[src/rtl/morse_pkg.sv]
// Shared definitions for the Morse keyer/decoder.
// Contents: assembler FSM state encoding, symbol encoding,
// the ASCII fallback character and the data-path widths.
package morse_pkg;

  localparam int CHAR_W = 8;  // ASCII character width
  localparam int CODE_W = 5;  // symbol shift register width
  localparam int LEN_W  = 3;  // symbol count width
  localparam int DUR_W  = 10; // mark duration counter width

  localparam logic [DUR_W-1:0]  DUR_MAX = 10'd1023;
  localparam logic [LEN_W-1:0]  MAX_LEN = 3'd5;

  localparam logic SYM_DOT  = 1'b0;
  localparam logic SYM_DASH = 1'b1;

  localparam logic [CHAR_W-1:0] ASCII_QMARK = 8'h3F;

  typedef enum logic [1:0] {
    ST_IDLE  = 2'd0,
    ST_MARK  = 2'd1,
    ST_SPACE = 2'd2
  } state_t;

endpackage

[src/rtl/morse_lut.sv]
// Combinational ITU Morse lookup.
// Ports:
//   length [2:0] : number of symbols received (1..5 meaningful)
//   code   [4:0] : symbols, newest at LSB, dot = 0, dash = 1
//   ascii  [7:0] : 'A'-'Z', '0'-'9', or '?' for any unmapped pattern
// Bits of code above length are expected to be zero, which holds because
// the assembler shifts into a cleared register.
module morse_lut
  import morse_pkg::*;
(
  input  logic [LEN_W-1:0]  length,
  input  logic [CODE_W-1:0] code,
  output logic [CHAR_W-1:0] ascii
);

  // Pattern lookup keyed on {length, code}.
  always_comb begin
    ascii = ASCII_QMARK;
    case ({length, code})
      {3'd1, 5'b00000}: ascii = 8'h45; // E .
      {3'd1, 5'b00001}: ascii = 8'h54; // T -
      {3'd2, 5'b00000}: ascii = 8'h49; // I ..
      {3'd2, 5'b00001}: ascii = 8'h41; // A .-
      {3'd2, 5'b00010}: ascii = 8'h4E; // N -.
      {3'd2, 5'b00011}: ascii = 8'h4D; // M --
      {3'd3, 5'b00000}: ascii = 8'h53; // S
      {3'd3, 5'b00001}: ascii = 8'h55; // U
      {3'd3, 5'b00010}: ascii = 8'h52; // R
      {3'd3, 5'b00011}: ascii = 8'h57; // W
      {3'd3, 5'b00100}: ascii = 8'h44; // D
      {3'd3, 5'b00101}: ascii = 8'h4B; // K
      {3'd3, 5'b00110}: ascii = 8'h47; // G
      {3'd3, 5'b00111}: ascii = 8'h4F; // O
      {3'd4, 5'b00000}: ascii = 8'h48; // H
      {3'd4, 5'b00001}: ascii = 8'h56; // V
      {3'd4, 5'b00010}: ascii = 8'h46; // F
      {3'd4, 5'b00100}: ascii = 8'h4C; // L
      {3'd4, 5'b00110}: ascii = 8'h50; // P
      {3'd4, 5'b00111}: ascii = 8'h4A; // J
      {3'd4, 5'b01000}: ascii = 8'h42; // B
      {3'd4, 5'b01001}: ascii = 8'h58; // X
      {3'd4, 5'b01010}: ascii = 8'h43; // C
      {3'd4, 5'b01011}: ascii = 8'h59; // Y
      {3'd4, 5'b01100}: ascii = 8'h5A; // Z
      {3'd4, 5'b01101}: ascii = 8'h51; // Q
      {3'd5, 5'b11111}: ascii = 8'h30; // 0
      {3'd5, 5'b01111}: ascii = 8'h31; // 1
      {3'd5, 5'b00111}: ascii = 8'h32; // 2
      {3'd5, 5'b00011}: ascii = 8'h33; // 3
      {3'd5, 5'b00001}: ascii = 8'h34; // 4
      {3'd5, 5'b00000}: ascii = 8'h35; // 5
      {3'd5, 5'b10000}: ascii = 8'h36; // 6
      {3'd5, 5'b11000}: ascii = 8'h37; // 7
      {3'd5, 5'b11100}: ascii = 8'h38; // 8
      {3'd5, 5'b11110}: ascii = 8'h39; // 9
      default:          ascii = ASCII_QMARK;
    endcase
  end

endmodule

[src/rtl/morse_keyer_decoder.sv]
// Morse key decoder: synchronizes and debounces a raw key, times marks and
// spaces in ticks, assembles dot/dash symbols into a letter and hands the
// ASCII result to a downstream store through a valid/ready hold register.
// Ports:
//   clk, rst_n  : clock, asynchronous active-low reset
//   button_in   : raw key, high = pressed
//   char_ready  : downstream accepts char_data
//   char_data   : decoded ASCII letter
//   char_valid  : char_data holds an unaccepted character
//   key_level   : debounced key level
//   overflow    : sticky, a letter was dropped while the store was full
module morse_keyer_decoder
  import morse_pkg::*;
#(
  parameter int TICK_CYC         = 50000,
  parameter int DEBOUNCE_CYC     = 500000,
  parameter int DOT_MAX_TICKS    = 200,
  parameter int LETTER_GAP_TICKS = 600
) (
  input  logic              clk,
  input  logic              rst_n,
  input  logic              button_in,
  input  logic              char_ready,
  output logic [CHAR_W-1:0] char_data,
  output logic              char_valid,
  output logic              key_level,
  output logic              overflow
);

  localparam int DEB_W  = $clog2(DEBOUNCE_CYC + 1);
  localparam int TICK_W = $clog2(TICK_CYC + 1);
  localparam int GAP_W  = $clog2(LETTER_GAP_TICKS + 1);

  logic              sync1_r, sync2_r;
  logic [DEB_W-1:0]  deb_cnt_r;
  logic              key_level_r, key_d_r;
  logic [TICK_W-1:0] tick_cnt_r;
  logic              tick_r;
  state_t            state_r;
  logic [DUR_W-1:0]  dur_r;
  logic [GAP_W-1:0]  gap_r;
  logic [CODE_W-1:0] code_r;
  logic [LEN_W-1:0]  len_r;
  logic              too_long_r;
  logic              letter_done_r;
  logic [CHAR_W-1:0] done_char_r;
  logic [CHAR_W-1:0] char_data_r;
  logic              char_valid_r;
  logic              overflow_r;
  logic              rise_s, fall_s, symbol_s;
  logic [CHAR_W-1:0] lut_ascii_s;

  assign rise_s   = key_level_r & ~key_d_r;
  assign fall_s   = ~key_level_r & key_d_r;
  assign symbol_s = (dur_r >= DUR_W'(DOT_MAX_TICKS)) ? SYM_DASH : SYM_DOT;

  morse_lut u_lut (
    .length (len_r),
    .code   (code_r),
    .ascii  (lut_ascii_s)
  );

  // Two-flop synchronizer for the raw key.
  always_ff @(posedge clk or negedge rst_n) begin
    if (!rst_n) begin
      sync1_r <= 1'b0;
      sync2_r <= 1'b0;
    end else begin
      sync1_r <= button_in;
      sync2_r <= sync1_r;
    end
  end

  // Debounce: accept a new level after DEBOUNCE_CYC consecutive differing clocks.
  always_ff @(posedge clk or negedge rst_n) begin
    if (!rst_n) begin
      deb_cnt_r   <= '0;
      key_level_r <= 1'b0;
      key_d_r     <= 1'b0;
    end else begin
      key_d_r <= key_level_r;
      if (sync2_r != key_level_r) begin
        if (deb_cnt_r == DEB_W'(DEBOUNCE_CYC - 1)) begin
          key_level_r <= sync2_r;
          deb_cnt_r   <= '0;
        end else begin
          deb_cnt_r <= deb_cnt_r + DEB_W'(1);
        end
      end else begin
        deb_cnt_r <= '0;
      end
    end
  end

  // Free-running prescaler producing a one-clock timing tick.
  always_ff @(posedge clk or negedge rst_n) begin
    if (!rst_n) begin
      tick_cnt_r <= '0;
      tick_r     <= 1'b0;
    end else if (tick_cnt_r == TICK_W'(TICK_CYC - 1)) begin
      tick_cnt_r <= '0;
      tick_r     <= 1'b1;
    end else begin
      tick_cnt_r <= tick_cnt_r + TICK_W'(1);
      tick_r     <= 1'b0;
    end
  end

  // Letter assembler FSM. The finished character is captured together with
  // letter_done because code/length clear in that same clock.
  always_ff @(posedge clk or negedge rst_n) begin
    if (!rst_n) begin
      state_r       <= ST_IDLE;
      dur_r         <= '0;
      gap_r         <= '0;
      code_r        <= '0;
      len_r         <= '0;
      too_long_r    <= 1'b0;
      letter_done_r <= 1'b0;
      done_char_r   <= '0;
    end else begin
      letter_done_r <= 1'b0;
      case (state_r)
        ST_IDLE: begin
          if (rise_s) begin
            state_r <= ST_MARK;
            dur_r   <= '0;
          end
        end
        ST_MARK: begin
          if (fall_s) begin
            state_r <= ST_SPACE;
            gap_r   <= '0;
            code_r  <= {code_r[CODE_W-2:0], symbol_s};
            if (len_r == MAX_LEN) begin
              too_long_r <= 1'b1;
            end else begin
              len_r <= len_r + 3'd1;
            end
          end else if (tick_r && (dur_r != DUR_MAX)) begin
            dur_r <= dur_r + 10'd1;
          end
        end
        ST_SPACE: begin
          if (rise_s) begin
            state_r <= ST_MARK;
            dur_r   <= '0;
          end else if (gap_r == GAP_W'(LETTER_GAP_TICKS)) begin
            state_r       <= ST_IDLE;
            letter_done_r <= 1'b1;
            done_char_r   <= too_long_r ? ASCII_QMARK : lut_ascii_s;
            code_r        <= '0;
            len_r         <= '0;
            too_long_r    <= 1'b0;
          end else if (tick_r) begin
            gap_r <= gap_r + GAP_W'(1);
          end
        end
        default: begin
          state_r <= ST_IDLE;
        end
      endcase
    end
  end

  // Output hold register with valid/ready handshake and sticky overflow.
  always_ff @(posedge clk or negedge rst_n) begin
    if (!rst_n) begin
      char_data_r  <= '0;
      char_valid_r <= 1'b0;
      overflow_r   <= 1'b0;
    end else if (letter_done_r) begin
      if (!char_valid_r || char_ready) begin
        char_data_r  <= done_char_r;
        char_valid_r <= 1'b1;
      end else begin
        overflow_r <= 1'b1;
      end
    end else if (char_valid_r && char_ready) begin
      char_valid_r <= 1'b0;
    end
  end

  assign char_data  = char_data_r;
  assign char_valid = char_valid_r;
  assign key_level  = key_level_r;
  assign overflow   = overflow_r;

endmodule

[config.mk]
export PLATFORM = sky130hd
export DESIGN_NAME = morse_keyer_decoder
export DESIGN_NICKNAME = d
export VERILOG_FILES = /design/src/rtl/morse_pkg.sv /design/src/rtl/morse_lut.sv /design/src/rtl/morse_keyer_decoder.sv
export SDC_FILE = /design/constraint.sdc
export NUM_CORES = 1
export LEC_CHECK = 0
export ABC_AREA = 0
export CORE_UTILIZATION = 55
export DETAILED_ROUTE_END_ITERATION = 6
export GPL_ROUTABILITY_DRIVEN = 0
export PLACE_DENSITY_LB_ADDON = 0.3
export SKIP_CTS_REPAIR_TIMING = 1
export SKIP_LAST_GASP = 1
export SYNTH_ARGS = -nofsm -noshare
export SYNTH_HDL_FRONTEND = slang
export SYNTH_SLANG_ARGS = --single-unit
[constraint.sdc]
create_clock -name clk -period 2.51 [get_ports clk]
set_input_delay 0.6275 -clock clk [delete_from_list [all_inputs] [get_ports clk]]
set_output_delay 0.6275 -clock clk [all_outputs]
set_load 0.01 [all_outputs]
==> summary.txt <==
Filler cells: 750
Startpoint Class: flop
mapped cell area: 4890 um^2
drt initial violations: 279
final setup skew: 0.0110 ns
kind of critical path: flop to flop
VDD IR-drop max: 0.000259 V
DR pass1 iterations: 5
slowest cell on the critical path: or4b_2
CP bufs+invs: 0
status: complete, no violations
Final Hold Fails: 0
die area: 9280 um^2
Area Overhead vs Synth: 7.46%
pwr dens: 487 nW/um^2
RSZ-0062 raised after global routing: no
Syn Nets: 525
antenna violations before repair: 0
total track usage: 21.6%
Arrival @ worst endpoint: 2.36 ns
number of global-route vias before repair: 3,416
Final Setup Violations: 0
Yosys top cell by area: dfrtp_1
kind of cell adding the most delay to the critical path: simple AND/OR/NAND/NOR gates
Hold Path Class: primary input to async pin
post-synth top area share: 45.0%
DP Worst Slack: 0.409 ns
Setup crit start: len_r[2]
total clock sinks: 88
Die H: 96.3 um
core area: 8680 um^2
final slew viol count: 0
Die Wd: 96.3 um
count leader, synth: dfrtp_1
setup_tns: 0 ns
Post-synth ARST share: 100%
global route overflow: 0
critical path's largest stage delay: 0.74 ns
sequential share of the synthesized area: 45.0%
reg-to-reg critical path startpoint: len_r[2]
critical path endpoint category: flop
Skew-Pair Late Insertion Delay: 0.36 ns
Antenna Nets Post-Route: 0
Gate Count Post-Synth: 513
worst path required time: 2.72 ns
max-cap viol count: 0
detailed placement HPWL: 6.53 mm
FMAX: 466 MHz
Slew HR: 49.2%
Post-synth EDFFs: 0
worst setup margin: 0.362 ns
starting density of the core: 56.4%
crit-path cells: or4b_2 > o32ai_4 > a221oi_2 > nand3_1 > a41oi_1
Post-synth top cells: dfrtp_1 (88), nor2_1 (54), nand2_1 (42)
I/O Buffers: 13
CTS tree: built
layout cells sized above 1: 9.75%
CTS root buffer: clkbuf_8
nets@finish: 531
FF+latch count, synth: 88
CTS H-tree depth: 3
Num CTS Buffers: 9
Final Cycle Share: 85.6%
# rows: 34
synthesis warning total: 0
top post-synthesis cells by area: dfrtp_1 (45%), nor2_1 (4.1%), nand2_1 (3.2%), xnor2_1 (3.0%), nand3_1 (2.7%)
number of distinct library cells after synthesis: 73
# IOs: 15
Leak: 0.00216 uW
Vias/cell: 6.01
syn avg cell area: 9.54 um^2
first-pass GRT wire length: 15.6 mm
number of diodes: 0
Final Critical Period: 2.15 ns
Total Routed Length: 9.31 mm
DRC Markers: 0
Max Root-Sink Buffers: 2
Worst-path clk slew: 0.09 ns
Worst Max-Slew Pin Slew: 0.759 ns
CP Max Fanout: 17
Synth Flop Type: dfrtp_1
pin count of the biggest net entering global routing: 54
wire per inst: 14.8 um
vias: 3,791
-- layer usage --
metal	wire (um)	global-route usage [%]	share of wire, %	up-vias
li1	-	-	-	1857
met1	4460	29.6	48	1809
met5	0	0	0	-
met4	170	6.86	1.8	0
met3	426	3.87	4.6	20
met2	4250	34.9	46	105
-- flip-flops by register name, indices dropped and copies added, names as in the netlist --
name,cells
char_data,7
char_valid,1
code_r,5
deb_cnt_r,19
done_char_r,7
dur_r,10
gap_r,10
key_d_r,1
key_level,1
len_r,3
letter_done_r,1
overflow,1
state_r,2
sync1_r,1
sync2_r,1
tick_cnt_r,16
tick_r,1
too_long_r,1
-- worst paths after layout --
check	endpoint	slack, ns	depth (start not counted)
setup reg to reg	done_char_r[2]	0.36	5
min in group clk	sync2_r	0.36	0
setup / recovery	done_char_r[2]	0.36	5
hold reg to reg	sync2_r	0.36	0
hold / removal	dur_r[5]	0.21	1
max in group asynchronous	tick_cnt_r[12]	1.67	2
-- cells in the final DEF (no fill, tap or decap), drive strengths merged, types with 9 or more instances in the layout --
cell type      count
dfrtp             88
nand4             12
clkbuf            11
clkdlybuf4s50     12
o21ai             23
nor3              18
nor4               9
nand3             26
nor2              54
nor2b              9
a21oi             17
inv               21
nand2             43
xnor2             17
xor2              13
mux2              11
-- power breakdown --
part | switching (uW) | internal [uW] | total [uW]
clock network | 502 | 587 | 1090
registers | 5.11 | 1420 | 1430
logic | 35.2 | 12.0 | 47.2
total | 543 | 2020 | 2560
-- worst reg2reg max path, delay by kind of cell, from the launching register on --
kind	cells	cell delay, ns
flops	1	0.62
simple gates	2	0.94
compound gates	3	0.44
-- layout make-up --
type	count	area (um^2)	area share, %
Clock buffer	11	141	2.69
Clock inverter	4	76.3	1.45
Inverter	20	75.1	1.43
Multi-Input combinational cell	380	2440	46.3
Sequential cell	88	2200	41.9
Tap cell	108	135	2.57
Timing Repair Buffer	20	193	3.66
-- cell families after synthesis --
| logic type | count (synthesis) | synth area share, % |
|---|---|---|
| XOR/XNOR | 30 | 5.37 |
| multiplexers | 13 | 2.94 |
| other | 1 | 0.0766 |
| adder cells (fa/ha/maj) | 8 | 2.05 |
| AO/OA/AOI/OAI | 94 | 13.5 |
| flip-flops | 88 | 45.0 |
| AND/OR/NAND/NOR | 234 | 25.9 |
| buffers and inverters | 45 | 5.21 |
-- stage by stage --
step | power [uW] | cell area (um^2) | hold slack (ns) | instances | util [%]
2_1_floorplan | 1470 | 4890 | 0.331 | 513 | -
3_3_place_gp | 1500 | 5040 | 0.334 | 616 | 58.1
3_5_place_dp | 1510 | 5040 | 0.339 | 616 | 58.1
4_1_cts | 2590 | 5260 | 0.219 | 631 | 60.6
5_1_grt | 2660 | 5260 | 0.251 | 631 | 60.6
6_report | 2560 | 5260 | 0.213 | 631 | 60.6
Power figures use the tool's default switching activity.
